===== config.mk =====
export PLATFORM = sky130hd
export DESIGN_NAME = tlb_op_sequencer
export DESIGN_NICKNAME = d
export VERILOG_FILES = /design/src/rtl/tlb_op_sequencer.sv
export SDC_FILE = /design/constraint.sdc
export NUM_CORES = 1
export LEC_CHECK = 0
export CAP_MARGIN = 20
export CORE_MARGIN = 4
export CORE_UTILIZATION = 30
export CTS_CLUSTER_DIAMETER = 120
export DETAILED_ROUTE_END_ITERATION = 6
export PLACE_DENSITY = 0.67
export SYNTH_ARGS = -nofsm -noshare
export SYNTH_HDL_FRONTEND = slang
export SYNTH_SLANG_ARGS = --single-unit

===== constraint.sdc =====
create_clock -name clk -period 1.51 [get_ports clk]
set_input_delay 0.151 -clock clk [delete_from_list [all_inputs] [get_ports clk]]
set_output_delay 0.151 -clock clk [all_outputs]
set_load 0.01 [all_outputs]

===== src/rtl/tlb_op_sequencer.sv =====
// Sequences WB-stage TLB maintenance ops onto the shared TLB port: accept -> EXEC -> RESP.
// Each op completes exactly two cycles after accept unless cancelled or reset.
module tlb_op_sequencer #(
  parameter int unsigned TLBNUM     = 16,
  parameter int unsigned TLBNUM_IDX = 4
) (
  input  logic                  clk,
  input  logic                  resetn,
  input  logic                  req_valid,
  input  logic [2:0]            req_op,
  output logic                  req_ready,
  input  logic                  cancel,
  input  logic [4:0]            inv_op,
  input  logic [9:0]            inv_asid,
  input  logic [18:0]           inv_va,
  input  logic [TLBNUM_IDX-1:0] csr_tlbidx,
  input  logic [18:0]           csr_vppn,
  input  logic [9:0]            csr_asid,
  output logic                  tlb_s_en,
  output logic [18:0]           tlb_s_vppn,
  output logic [9:0]            tlb_s_asid,
  input  logic                  tlb_s_found,
  input  logic [TLBNUM_IDX-1:0] tlb_s_index,
  output logic [TLBNUM_IDX-1:0] tlb_r_index,
  output logic                  tlb_we,
  output logic [TLBNUM_IDX-1:0] tlb_w_index,
  output logic                  tlb_inv_en,
  output logic [4:0]            tlb_inv_op,
  output logic [9:0]            tlb_inv_asid,
  output logic [18:0]           tlb_inv_va,
  output logic                  done,
  output logic [2:0]            done_op,
  output logic                  srch_found,
  output logic [TLBNUM_IDX-1:0] srch_idx,
  output logic                  rd_commit,
  output logic                  refetch_req
);

  localparam logic [1:0] ST_IDLE = 2'd0;
  localparam logic [1:0] ST_EXEC = 2'd1;
  localparam logic [1:0] ST_RESP = 2'd2;

  localparam logic [2:0] OP_SRCH = 3'd0;
  localparam logic [2:0] OP_RD   = 3'd1;
  localparam logic [2:0] OP_WR   = 3'd2;
  localparam logic [2:0] OP_FILL = 3'd3;
  localparam logic [2:0] OP_INV  = 3'd4;

  localparam logic [TLBNUM_IDX-1:0] FILL_LAST = TLBNUM_IDX'(TLBNUM - 1);

  logic [1:0]            state_q, state_d;
  logic [2:0]            op_q;
  logic [18:0]           vppn_q;
  logic [9:0]            asid_q;
  logic [TLBNUM_IDX-1:0] r_idx_q;
  logic [TLBNUM_IDX-1:0] w_idx_q;
  logic [4:0]            inv_op_q;
  logic [9:0]            inv_asid_q;
  logic [18:0]           inv_va_q;
  logic [TLBNUM_IDX-1:0] fill_cnt_q;
  logic                  srch_found_q;
  logic [TLBNUM_IDX-1:0] srch_idx_q;

  logic accept;
  logic in_exec;
  logic in_resp;

  always_comb begin
    accept  = (state_q == ST_IDLE) && req_valid && !cancel;
    // Reset and cancel both kill every strobe and pulse in the cycle they are seen
    in_exec = resetn && !cancel && (state_q == ST_EXEC);
    in_resp = resetn && !cancel && (state_q == ST_RESP);

    state_d = state_q;
    case (state_q)
      ST_IDLE: if (accept) state_d = ST_EXEC;
      ST_EXEC: state_d = cancel ? ST_IDLE : ST_RESP;
      default: state_d = ST_IDLE;
    endcase
  end

  always_ff @(posedge clk) begin
    if (!resetn) begin
      state_q      <= ST_IDLE;
      op_q         <= '0;
      vppn_q       <= '0;
      asid_q       <= '0;
      r_idx_q      <= '0;
      w_idx_q      <= '0;
      inv_op_q     <= '0;
      inv_asid_q   <= '0;
      inv_va_q     <= '0;
      fill_cnt_q   <= '0;
      srch_found_q <= 1'b0;
      srch_idx_q   <= '0;
    end else begin
      state_q    <= state_d;
      fill_cnt_q <= (fill_cnt_q == FILL_LAST) ? '0 : fill_cnt_q + TLBNUM_IDX'(1);
      if (accept) begin
        op_q       <= req_op;
        vppn_q     <= csr_vppn;
        asid_q     <= csr_asid;
        r_idx_q    <= csr_tlbidx;
        w_idx_q    <= (req_op == OP_FILL) ? fill_cnt_q : csr_tlbidx;
        inv_op_q   <= inv_op;
        inv_asid_q <= inv_asid;
        inv_va_q   <= inv_va;
      end
      // A search miss keeps the previous hit index
      if (in_resp && (op_q == OP_SRCH)) begin
        srch_found_q <= tlb_s_found;
        if (tlb_s_found) srch_idx_q <= tlb_s_index;
      end
    end
  end

  always_comb begin
    req_ready    = (state_q == ST_IDLE);
    tlb_s_en     = in_exec && (op_q == OP_SRCH);
    tlb_we       = in_exec && ((op_q == OP_WR) || (op_q == OP_FILL));
    tlb_inv_en   = in_exec && (op_q == OP_INV);
    tlb_s_vppn   = vppn_q;
    tlb_s_asid   = asid_q;
    tlb_r_index  = r_idx_q;
    tlb_w_index  = w_idx_q;
    tlb_inv_op   = inv_op_q;
    tlb_inv_asid = inv_asid_q;
    tlb_inv_va   = inv_va_q;
    done         = in_resp;
    done_op      = in_resp ? op_q : 3'd0;
    rd_commit    = in_resp && (op_q == OP_RD);
    refetch_req  = in_resp && ((op_q == OP_WR) || (op_q == OP_FILL) || (op_q == OP_INV));
    srch_found   = srch_found_q;
    srch_idx     = srch_idx_q;
  end

endmodule


==> reports/metrics.yaml <==
outcome:
  status: "complete, but fails checks"
  violations: "negative setup slack"
critical_path:
  worstSetupStartpointType: "register"
  worstSetupEndpointType: "output port"
  crit_type: "register to output port"
  required_ns: 1.36
  crit_fanout: 3
  worstPathArrival_ns: 1.55
clock_tree:
  clockBufferDepth: 2
  clk_pin_slew_worst_paths_ns: 0.09
  cts-buffers-inserted: 9
  clock_latency_ns: 0.35
  clkSinkCount: 85
  cts_tree: "built"
  cts_max_level: 3
  cts_root_buf: "clkbuf_8"
logic_synthesis:
  ys_warn_count: 0
  yosys.cell_types.count: 30
  syn_area_per_cell_um2: 8.651
  synth_flop_cell: "dfxtp_1"
  syn-cell-area_um2: 3313
  synth_fp_nets: 463
  ys_async_sr_fraction_pct: 0
  ys_seq_area_share_pct: 51.36
  synth-edff-count: 0
  syn_inst: 383
  synth-seq-cells: 85
cells_and_area:
  layoutNonFillerInstCount: 718
  final_cell_mix: "clkdlybuf4s50_1 (148), nand2_1 (93), dfxtp_1 (79)"
  antennaDiodeCount: 0
  drive_gt1_share_pct: 28.55
  final_common_cell: "clkdlybuf4s50_1"
  area_delta_synth_final_pct: 86.56
  final_nets: 653
grt:
  grt_max_degree: 88
  antenna_found_initial: 0
  grt_use_total_pct: 15.56
  grt_pass1_wl_um: 16060
  grt_remaining_overflow: 0
  grt_pass1_vias: 3165
placed_design:
  dp_cells: 675
  place_hpwl_um: 6700
  place.gp.congestion: 0.7596
  io_buffers: 164
sta:
  relSlewSlack_pct: 47.79
  fin_ws_ns: -0.1949
  max_slew.worst_pin.slew_ns: 0.7831
  max_clock_freq_mhz: 586.6
  fin_setup_tns_ns: -10.74
  period_share_pct: 112.9
  finalCriticalPeriod_ns: 1.705
  rsz0062_at_grt: "yes"
  slew_violations: 0
  setup_violations: 79
  clock_skew_ns: 0.007066
  finalHoldViolCount: 0
detailed_routing:
  vias: 3314
  drc_errors: 0
  drt-vias-per-instance: 4.616
  antenna_left: 0
  drt_pass1_iterations: 4
  wl_um: 11440
  drt_iter0_drc: 118
  wl_per_cell_um: 15.94
power:
  p_leak_uw: 0.002456
  vdd_ir_drop_max_mv: 0.4932
  cellPowerDensity_nw_per_um2: 848.0
  total_power_uw: 5241
floorplanning:
  core-area_um2: 10840
  initial_utilization_pct: 30.56
  die_w_um: 113.1
  num_io_pins: 165
  rows: 38
  die_height_um: 113.1
  die-area_um2: 12790
min_path:
  hold_class: "input pin to register"
flow_run:
  maxCapViolations: 0
==> Yosys cell counts (5+ instances only) <==
cell / number / share of area (%)
a21oi_1: 5 / 0.76
o21ai_1: 5 / 0.76
buf_2: 10 / 1.5
buf_6: 7 / 2.4
and2_1: 5 / 0.94
nor2_1: 6 / 0.68
clkbuf_1: 9 / 1.0
dfxtp_1: 85 / 51
mux2i_1: 7 / 2.1
a21boi_1: 12 / 2.7
nand2_1: 150 / 17
a21boi_0: 60 / 14
==> logic make-up after synthesis <==
kind of cell	count (synthesis)	share of synthesized area [%]
multiplexers	7	2.115
AO/OA/AOI/OAI	84	18.24
buffers and inverters	30	5.589
AND/OR/NAND/NOR	175	22.05
XOR/XNOR	1	0.2644
flip-flops	85	51.36
adder cells (fa/ha/maj)	1	0.3776
==> path summary, 6_finish.rpt <==
kind	slack, ns	end	startpoint	cells after the start
setup / recovery	-0.19	rd_commit	state_q[0]$_SDFFE_PN0P_	5
hold reg to reg	0.46	tlb_inv_va[17]$_SDFFE_PN0P_	tlb_inv_va[17]$_SDFFE_PN0P_	2
setup reg to reg	-0.19	tlb_inv_asid[6]$_SDFFE_PN0P_	state_q[0]$_SDFFE_PN0P_	7
hold / removal	0.33	tlb_inv_op[4]$_SDFFE_PN0P_	inv_op[4]	3
==> area by class of cell <==
class	instances	area, µm²
Fill cell	980	4659
Timing Repair Buffer	206	2235
Multi-Input combinational cell	269	1829
Sequential cell	85	1709
Tap cell	140	175.2
Clock buffer	11	141.4
Clock inverter	5	83.83
Inverter	2	7.507
==> where the power goes <==
part / internal (µW) / switching (µW) / total, µW
logic: 604 / 394 / 998
registers: 2350 / 82.8 / 2430
clock network: 981 / 834 / 1820
==> state kept, by name, indices dropped and copies added, names as in the netlist <==
register,cells
tlb_s_vppn,19
tlb_inv_va,19
op_q,3
tlb_inv_asid,10
fill_cnt_q,4
tlb_r_index,4
tlb_inv_op,5
srch_found,1
tlb_s_asid,10
tlb_w_index,4
state_q,2
srch_idx,4
==> repair_timing <==
item                                    in CTS  in global routing
endpoints found under the setup margin      82                 86
gates cloned                                 4                 11
hold buffers                                 0                  0
setup buffers                                6                  7
pin swaps                                    3                 49
gates resized for setup                     63                189
==> worst max-delay path: stages, from the launching register on <==
cell and delay (ns):
dfxtp_2 0.34, nor4bb_2 0.26, buf_4 0.16, and2_4 0.14
nor3b_4 0.16, buf_2 0.15
==> per-layer routing <==
layer / wire [µm] / track usage [%] / part of all wire (%)
met1: 5014 / 19.17 / 44
met2: 5458 / 25.24 / 48
met3: 821 / 6.203 / 7.2
met4: 148 / 4.407 / 1.3
met5: 0 / 0 / 0
==> per-stage QoR <==
step	area [µm²]	util, %	hold WS (ns)	setup slack, ns
after floorplan	3313	-	0.2858	0.04034
after global placement	5092	46.98	0.4407	-0.6398
after detailed placement	5092	46.98	0.4481	-0.6533
after CTS	5492	50.66	0.3114	-0.2321
after global routing	6181	57.02	0.3243	-0.2944
final	6181	57.02	0.3334	-0.1949
(Power assumes the default switching activity.)
